$ cat config.mk
export PLATFORM = sky130hd
export DESIGN_NAME = pong_match_ctrl
export DESIGN_NICKNAME = d
export VERILOG_FILES = /design/src/rtl/pong_match_ctrl.sv
export SDC_FILE = /design/constraint.sdc
export NUM_CORES = 1
export LEC_CHECK = 0
export ABC_AREA = 1
export CORE_MARGIN = 3
export CORE_UTILIZATION = 50
export DETAILED_ROUTE_END_ITERATION = 16
export GPL_ROUTABILITY_DRIVEN = 0
export PLACE_DENSITY = 0.8
export SETUP_SLACK_MARGIN = 0.2
export SLEW_MARGIN = 20
export SYNTH_ARGS = -nofsm -noshare
export SYNTH_HDL_FRONTEND = slang
export SYNTH_HIERARCHICAL = 1
export SYNTH_SLANG_ARGS = --single-unit
$ cat constraint.sdc
create_clock -name top_clk -period 3 [get_ports top_clk]
set_input_delay 0.6 -clock top_clk [delete_from_list [all_inputs] [get_ports top_clk]]
set_output_delay 0.6 -clock top_clk [all_outputs]
set_load 0.03 [all_outputs]
$ cat src/rtl/pong_match_ctrl.sv
// Match sequencer for pong: start/serve/over flow, ball budget, per-player scoring, optional win limit.
// Optional pause state is compiled in with `define PONG_PAUSE_EN.

module pong_score_lane #(
  parameter int SCORE_W   = 7,
  parameter int WIN_SCORE = 0
) (
  input  logic               top_clk,
  input  logic               reset,
  input  logic               clr,
  input  logic               inc,
  output logic [SCORE_W-1:0] score,
  output logic               win_hit
);
  localparam logic [SCORE_W-1:0] WIN_V = SCORE_W'(WIN_SCORE);

  logic [SCORE_W-1:0] score_nx;

  // Saturating increment; win_hit qualifies the value this lane would take if it scored now.
  assign score_nx = (score == '1) ? score : score + 1'b1;
  assign win_hit  = (WIN_SCORE != 0) && (score_nx == WIN_V);

  always_ff @(posedge top_clk or posedge reset) begin
    if (reset)    score <= '0;
    else if (clr) score <= '0;
    else if (inc) score <= score_nx;
  end
endmodule

module pong_match_ctrl #(
  parameter int NUM_PLAYERS  = 2,
  parameter int BALLS        = 3,
  parameter int DELAY_FRAMES = 120,
  parameter int SCORE_W      = 7,
  parameter int WIN_SCORE    = 0
) (
  input  logic                           top_clk,
  input  logic                           reset,
  input  logic                           frame_tick,
  input  logic [NUM_PLAYERS-1:0]         start_req,
  input  logic [NUM_PLAYERS-1:0]         hit,
  input  logic [NUM_PLAYERS-1:0]         miss,
  input  logic                           pause_req,
  output logic [2:0]                     state,
  output logic                           gra_still,
  output logic [NUM_PLAYERS-1:0]         d_inc,
  output logic                           d_clr,
  output logic [3:0]                     balls_left,
  output logic [NUM_PLAYERS*SCORE_W-1:0] score,
  output logic [1:0]                     winner,
  output logic                           win_valid
);
  localparam logic [2:0] S_NEWGAME = 3'd0;
  localparam logic [2:0] S_PLAY    = 3'd1;
  localparam logic [2:0] S_NEWBALL = 3'd2;
  localparam logic [2:0] S_OVER    = 3'd3;
  localparam logic [2:0] S_PAUSE   = 3'd4;

  logic [2:0]             state_nx;
  logic [NUM_PLAYERS-1:0] start_q;
  logic                   press;
  logic [9:0]             timer;
  logic                   timer_up;
  logic                   miss_any;
  logic                   play_hit;
  logic                   win_now;
  logic [1:0]             hit_idx;
  logic [NUM_PLAYERS-1:0] lane_inc;
  logic [NUM_PLAYERS-1:0] lane_win;
  logic                   pause_edge;

  assign press    = |(start_req & ~start_q);
  assign timer_up = (timer == '0);
  assign miss_any = |miss;
  assign play_hit = (state == S_PLAY) && !miss_any && (|hit);
  assign win_now  = |(lane_inc & lane_win);

`ifdef PONG_PAUSE_EN
  logic pause_q;
  assign pause_edge = pause_req & ~pause_q;
  always_ff @(posedge top_clk or posedge reset) begin
    if (reset) pause_q <= 1'b0;
    else       pause_q <= pause_req;
  end
`else
  logic unused_pause;
  assign unused_pause = pause_req;
  assign pause_edge   = 1'b0;
`endif

  // Scanning downward leaves the lowest set hit bit as the winner.
  always_comb begin
    hit_idx = 2'd0;
    for (int i = NUM_PLAYERS - 1; i >= 0; i--)
      if (hit[i]) hit_idx = 2'(i);
  end

  for (genvar i = 0; i < NUM_PLAYERS; i++) begin : g_lane
    assign lane_inc[i] = play_hit && (hit_idx == 2'(i));
    pong_score_lane #(.SCORE_W(SCORE_W), .WIN_SCORE(WIN_SCORE)) u_lane (
      .top_clk (top_clk),
      .reset   (reset),
      .clr     (state == S_NEWGAME),
      .inc     (lane_inc[i]),
      .score   (score[i*SCORE_W +: SCORE_W]),
      .win_hit (lane_win[i])
    );
  end

  always_ff @(posedge top_clk or posedge reset) begin
    if (reset) state <= S_NEWGAME;
    else       state <= state_nx;
  end

  always_comb begin
    state_nx = state;
    case (state)
      S_NEWGAME: if (press) state_nx = S_PLAY;
      S_PLAY: begin
        if (miss_any)        state_nx = (balls_left == 4'd1) ? S_OVER : S_NEWBALL;
        else if (win_now)    state_nx = S_OVER;
        else if (pause_edge) state_nx = S_PAUSE;
      end
      S_NEWBALL: if (timer_up && press) state_nx = S_PLAY;
      S_OVER:    if (timer_up) state_nx = S_NEWGAME;
      S_PAUSE:   if (pause_edge) state_nx = S_PLAY;
      default:   state_nx = S_NEWGAME;
    endcase
  end

  always_comb begin
    gra_still = (state != S_PLAY);
    d_clr     = (state == S_NEWGAME);
  end

  // Timer load on miss/win takes precedence over a coincident frame tick; PAUSE freezes it.
  always_ff @(posedge top_clk or posedge reset) begin
    if (reset) begin
      start_q    <= '0;
      d_inc      <= '0;
      balls_left <= 4'(BALLS);
      timer      <= '0;
      winner     <= '0;
      win_valid  <= 1'b0;
    end else begin
      start_q <= start_req;
      d_inc   <= lane_inc;
      if (state == S_NEWGAME) begin
        balls_left <= 4'(BALLS);
        winner     <= '0;
        win_valid  <= 1'b0;
      end
      if (state == S_PLAY && miss_any) begin
        balls_left <= balls_left - 4'd1;
        timer      <= 10'(DELAY_FRAMES);
      end else if (win_now) begin
        winner    <= hit_idx;
        win_valid <= 1'b1;
        timer     <= 10'(DELAY_FRAMES);
      end else if (frame_tick && !timer_up && state != S_PAUSE) begin
        timer <= timer - 10'd1;
      end
    end
  end
endmodule

==> results.cfg, run 1 <==
[route]
route.detailed.drc = 0
vias = 1995
via_per_inst = 5.20
first_pass_iters = 4
wl_per_cell_um = 12.7
wl_um = 4890
antenna_left = 0
first_iter_violations = 119

[placed_design]
place_inst = 376
dpl.hpwl_um = 3510
port-buffer-count = 35

[logic_synthesis]
yosysMostFrequentCell = nand2_1
postSynthCellCount = 294
yosys_warnings = 6
ys_seq_elements = 37
synth_edf_count = 0
synth.cell_area_um2 = 2260
synth_area_leaders = dfrtp_1 39%, nand2_1 12%, nand3_1 7.5%
synth_top_area_frac = 0.388
async_flop_share = 1.00
avgSynthCellArea_um2 = 7.67
synth_top_area_cell = dfrtp_1
synth_nets = 309
synthFlopType = dfrtp_1
synth_cell_type_count = 29
ys_top_cells_by_count = 70 x nand2_1, 36 x inv_1, 35 x dfrtp_1, 35 x nor2_1, 34 x nand3_1
ys_seq_area_frac = 0.412

[sta]
max_freq_mhz = 409
timing.final.setup_violations = 0
fin_crit_ns = 2.44
period_share = 0.815
relSlewSlack = 0.412
fin_worst_skew_ns = 0.00858
final-hold-violation-count = 0
timing.hold.ws_ns = 0.506
fin_tns_setup_ns = 0
worstMarginPinSlew_ns = 0.882
rsz0062_at_grt = false
finalMaxSlewViolations = 0

[floorplan]
die_area_um2 = 5350
die_y_um = 73.2
row_count = 23
ioPinCount = 38
start_util = 0.541
die-width_um = 73.2
design.core.area_um2 = 4170

[critical_path]
crit_type = register to output port
reg2reg_depth = 9
crit_fanout = 12
cp-start-kind = register
cp.arrival_ns = 1.84
end_kind = output port
critPathRequiredTime_ns = 2.40
r2r_slack_ns = 1.34

[clock_tree]
hold_buffers = 0
postCtsSetupBuffers = 0
post_cts_resized = 0
cts_inserted_buffers = 5
cts.sinks = 37
root_buffer = clkbuf_8
clock_latency_ns = 0.30
cts_buffer_depth = 2
cts_tree = built
cts.clk_slew.worst_paths_ns = 0.07
cts_max_level = 2

[final_layout]
stdcell_count = 384
drive_above_1_share = 0.138
n_antenna_cell = 0
syn_to_final_growth_pct = 22.6
fin_nets = 348

[grt]
grt_antenna_before_repair = 0
grt_use_total = 0.205
grt_pass1_vias = 1922
grt_overflow = 0
grt_start_max_net_pins = 24
grt_pass1_wl_um = 8540

[job]
drv_cap = 0

[power]
vdd_ir_drop_max_mv = 0.328
power_density_nw_per_um2 = 782
p_leak_nw = 1.38

[min_path]
worstHoldPathType = register to register
hold_path_depth = 2

[status]
status = finished, final reports clean
## flip-flops by register name, summed over array words and instances, names as in the netlist
register             cells
balls_left               4
d_inc                    2
g_lane.u_lane/score     14
start_q                  2
state                    2
timer                   10
win_valid                1
winner                   2
## through the flow
stage	worst slack, ns	util	cell area [um2]	power [W]
floorplan	0.927	-	2260	0.00142
global placement	0.888	0.634	2650	0.00168
detailed placement	0.870	0.634	2650	0.00170
CTS	0.548	0.663	2770	0.00218
global route	0.459	0.663	2770	0.00231
finish	0.556	0.663	2770	0.00216
## cells by family (layout without fill, tap and decap cells)
logic type               count (synthesis)  after routing  share of synthesized area
flip-flops                              37             37                      0.412
XOR/XNOR                                 5              5                     0.0194
adder cells (fa/ha/maj)                  5              5                     0.0277
other                                    3              3                    0.00499
buffers and inverters                   47             87                     0.0982
AND/OR/NAND/NOR                        177            177                      0.384
AO/OA/AOI/OAI                           20             20                     0.0544
## cell type report
type                            instances  area (um2)
Clock buffer                            6        82.6
Multi-Input combinational cell        210        1110
Tap cell                               50        62.6
Fill cell                             334        1410
Clock inverter                          2        37.5
Timing Repair Buffer                   36         358
Inverter                               43         191
Sequential cell                        37         928
## cell usage in the layout, fill, tap and decap left out, types with 7 or more instances in the layout
master,synthesis,routed
a21oi_1,8,8
nand4_1,7,7
nand3_1,34,34
dfrtp_1,35,35
inv_1,36,36
nor2_1,35,35
clkdlybuf4s50_1,0,35
nand2_1,70,70
nand2_2,9,9
## worst paths after layout
path / endpoint / start
max: d_clr / state[1]
min: timer[1] / timer[1]
max reg2reg: state[0] / timer[0]
min reg2reg: timer[1] / timer[1]
max in group asynchronous: timer[3] / reset
min in group asynchronous: g_lane[0].u_lane/score[1] / reset
## worst max-delay path, cell delays in order, from the launching register on
cell             delay, ns
dfrtp_1               0.50
nor2_1                0.15
buf_4                 0.21
clkdlybuf4s50_1       0.69
## per-layer routing
layer,vias up,global-route usage,part of all wire
met5,-,0,0
met4,0,0.0840,0.013
met3,7,0.0344,0.051
met2,47,0.330,0.48
met1,931,0.271,0.46
li1,1010,-,-
## power by group
group / total (W) / internal (W) / switching, W
combinational: 0.000966 / 0.000386 / 0.000579
clock: 0.000466 / 0.000271 / 0.000195
sequential: 0.000731 / 0.000608 / 0.000124
Power figures use the tool's default switching activity.
==> inputs of run 2 (changes only) <==
==> constraint.sdc (replaced) <==
create_clock -name top_clk -period 2.42 [get_ports top_clk]
set_input_delay 0.484 -clock top_clk [delete_from_list [all_inputs] [get_ports top_clk]]
set_output_delay 0.484 -clock top_clk [all_outputs]
set_load 0.03 [all_outputs]
==> run 2 against run 1 <==
Net effect: final cell count up 0.26%; core utilization up 0.18 points; sequential power is 24% higher; final area is 0.27% higher; critical path type unchanged; die area stayed put; worst hold slack worse by 0.0051 ns; worst setup slack got worse by 0.24 ns; largest cell class unchanged; global-route usage decreased by 0.86 points; highest routed layer unchanged; critical endpoint is now gra_still; non-clock buffer count up 1; register-to-register slack worse by 0.53 ns; routed wire length fell by 5.3%.
==> results.cfg, run 2 (synthesized netlist as in run 1, its figures left out) <==
[status]
status = finished, final reports clean

[final_layout]
reg_top3 = g_lane.u_lane/score (14), timer (10), balls_left (4)
n_antenna_cell = 0
stdcell_count = 385
final_cell_area_um2 = 2770
most-common-layout-cells = 70 x nand2_1, 36 x inv_1, 35 x nor2_1
top_register = g_lane.u_lane/score
largest_reg_flops = 14
n_fill_cell = 349
syn_to_final_growth_pct = 23.0
drive_above_1_share = 0.143
fin_nets = 349
layout_commonest_cell = nand2_1

[power]
p_sw_frac = 0.411
vdd_ir_drop_max_mv = 0.400
total_power_w = 0.00265
power_switching_w = 0.00109
p_int_w = 0.00156
p_comb_frac = 0.443
power_density_nw_per_um2 = 957
p_seq_frac = 0.343
power_frac_clock = 0.215
p_leak_nw = 1.39

[route]
first_iter_violations = 99
via_per_inst = 5.14
first_pass_iters = 4
route.detailed.drc = 0
wl_per_cell_um = 12.0
wl_um = 4630
antenna_left = 0
vias = 1977

[grt]
grt_use_total = 0.196
grt_pass1_vias = 1818
grt_start_max_net_pins = 15
grt_antenna_before_repair = 0
grt_pass1_wl_um = 8160
grt_overflow = 0

[placed_design]
place_inst = 377
placed_cell_area_um2 = 2650
dpl.hpwl_um = 3480
port-buffer-count = 35

[critical_path]
cp-start-kind = register
r2r_end = g_lane[1].u_lane/score[4]
cp_slowest_stage_delay_ns = 0.68
critPathSlowestCell = clkdlybuf4s50_1
cp.arrival_ns = 1.62
cp_cell_sequence = nand2_2, clkdlybuf4s50_1
crit_fanout = 9
crit_type = register to output port
cp-startpoint = state[0]
reg2reg_from = state[0]
critPathRequiredTime_ns = 1.94
endpoint = gra_still
end_kind = output port
r2r_slack_ns = 0.81
reg2reg_depth = 8

[clock_tree]
cts_buffer_depth = 2
clock_latency_ns = 0.30
cts_max_level = 2
hold_buffers = 0
cts.clk_slew.worst_paths_ns = 0.08
root_buffer = clkbuf_8
cts.sinks = 37
cts_inserted_buffers = 5
cts_tree = built

[sta]
final-hold-violation-count = 0
rsz0062_at_grt = false
fin_worst_skew_ns = 0.00963
period_share = 0.871
finalMaxSlewViolations = 0
fin_tns_setup_ns = 0
timing.final.setup_violations = 0
fin_crit_ns = 2.11
max_freq_mhz = 474

[floorplan]
design.core.area_um2 = 4170
start_util = 0.541
die_area_um2 = 5350
ioPinCount = 38
row_count = 23
die-width_um = 73.2
die_y_um = 73.2

[job]
drv_cap = 0

[min_path]
worstHoldPathType = register to register
[run 2: cell types whose count changed in the layout (fill, tap and decap cells not counted)]
cell / before / now
buf_4: 1 / 2
dfrtp_2: 0 / 1
dlygate4sd2_1: 0 / 1
clkdlybuf4s50_1: 35 / 34
dfrtp_1: 35 / 34
[run 2: worst min-delay path by stage]
stage                                 to  slack [ns]  depth (start not counted)     start
2_1_floorplan  g_lane[0].u_lane/score[0]        0.29                          1     reset
3_3_place_gp                    timer[1]        0.48                          2  timer[1]
3_5_place_dp                    timer[1]        0.48                          2  timer[1]
4_1_cts                         timer[1]        0.50                          2  timer[1]
5_1_grt        g_lane[0].u_lane/score[3]        0.53                          2     reset
6_report                        timer[1]        0.50                          2  timer[1]
[run 2: cell type report]
class	count	area (um2)	share of cell area
Timing Repair Buffer	37	364	0.131
Clock inverter	2	37.5	0.0135
Sequential cell	37	930	0.335
Inverter	43	191	0.0690
Clock buffer	6	82.6	0.0298
Tap cell	50	62.6	0.0226
Multi-Input combinational cell	210	1110	0.399
[run 2: what timing repair did]
action / 4_1_cts / 5_1_grt
setup buffers: 0 / 0
gates resized for setup: 2 / 0
setup endpoints to repair: 2 / 0
[run 2: through the flow]
stage	setup slack [ns]	util	hold WS, ns
floorplan	0.347	-	0.287
finish	0.311	0.665	0.501
global placement	0.424	0.636	0.484
CTS	0.303	0.665	0.502
global route	0.262	0.665	0.531
detailed placement	0.423	0.636	0.484
[run 2: power groups by stage]
stage / Clock (W) / Combinational, W / Sequential, W
3_5_place_dp: 0 / 0.00119 / 0.000919
2_1_floorplan: 0 / 0.000737 / 0.00102
5_1_grt: 0.000605 / 0.00130 / 0.000932
6_report: 0.000570 / 0.00118 / 0.000909
4_1_cts: 0.000585 / 0.00118 / 0.000908
3_3_place_gp: 0 / 0.00116 / 0.000916
[run 2: per-layer routing]
metal	vias to the layer above	track usage	share of wire
met5	-	0	0
met4	0	0.0697	0.015
met3	6	0.0427	0.059
met2	56	0.302	0.46
met1	908	0.270	0.47
li1	1007	-	-
[run 2: critical path: cells and delay by family, from the launching register on]
family,cells,cell delay (ns)
DFF,1,0.49
buffers and inverters,1,0.68
and+or+nand+nor,1,0.16
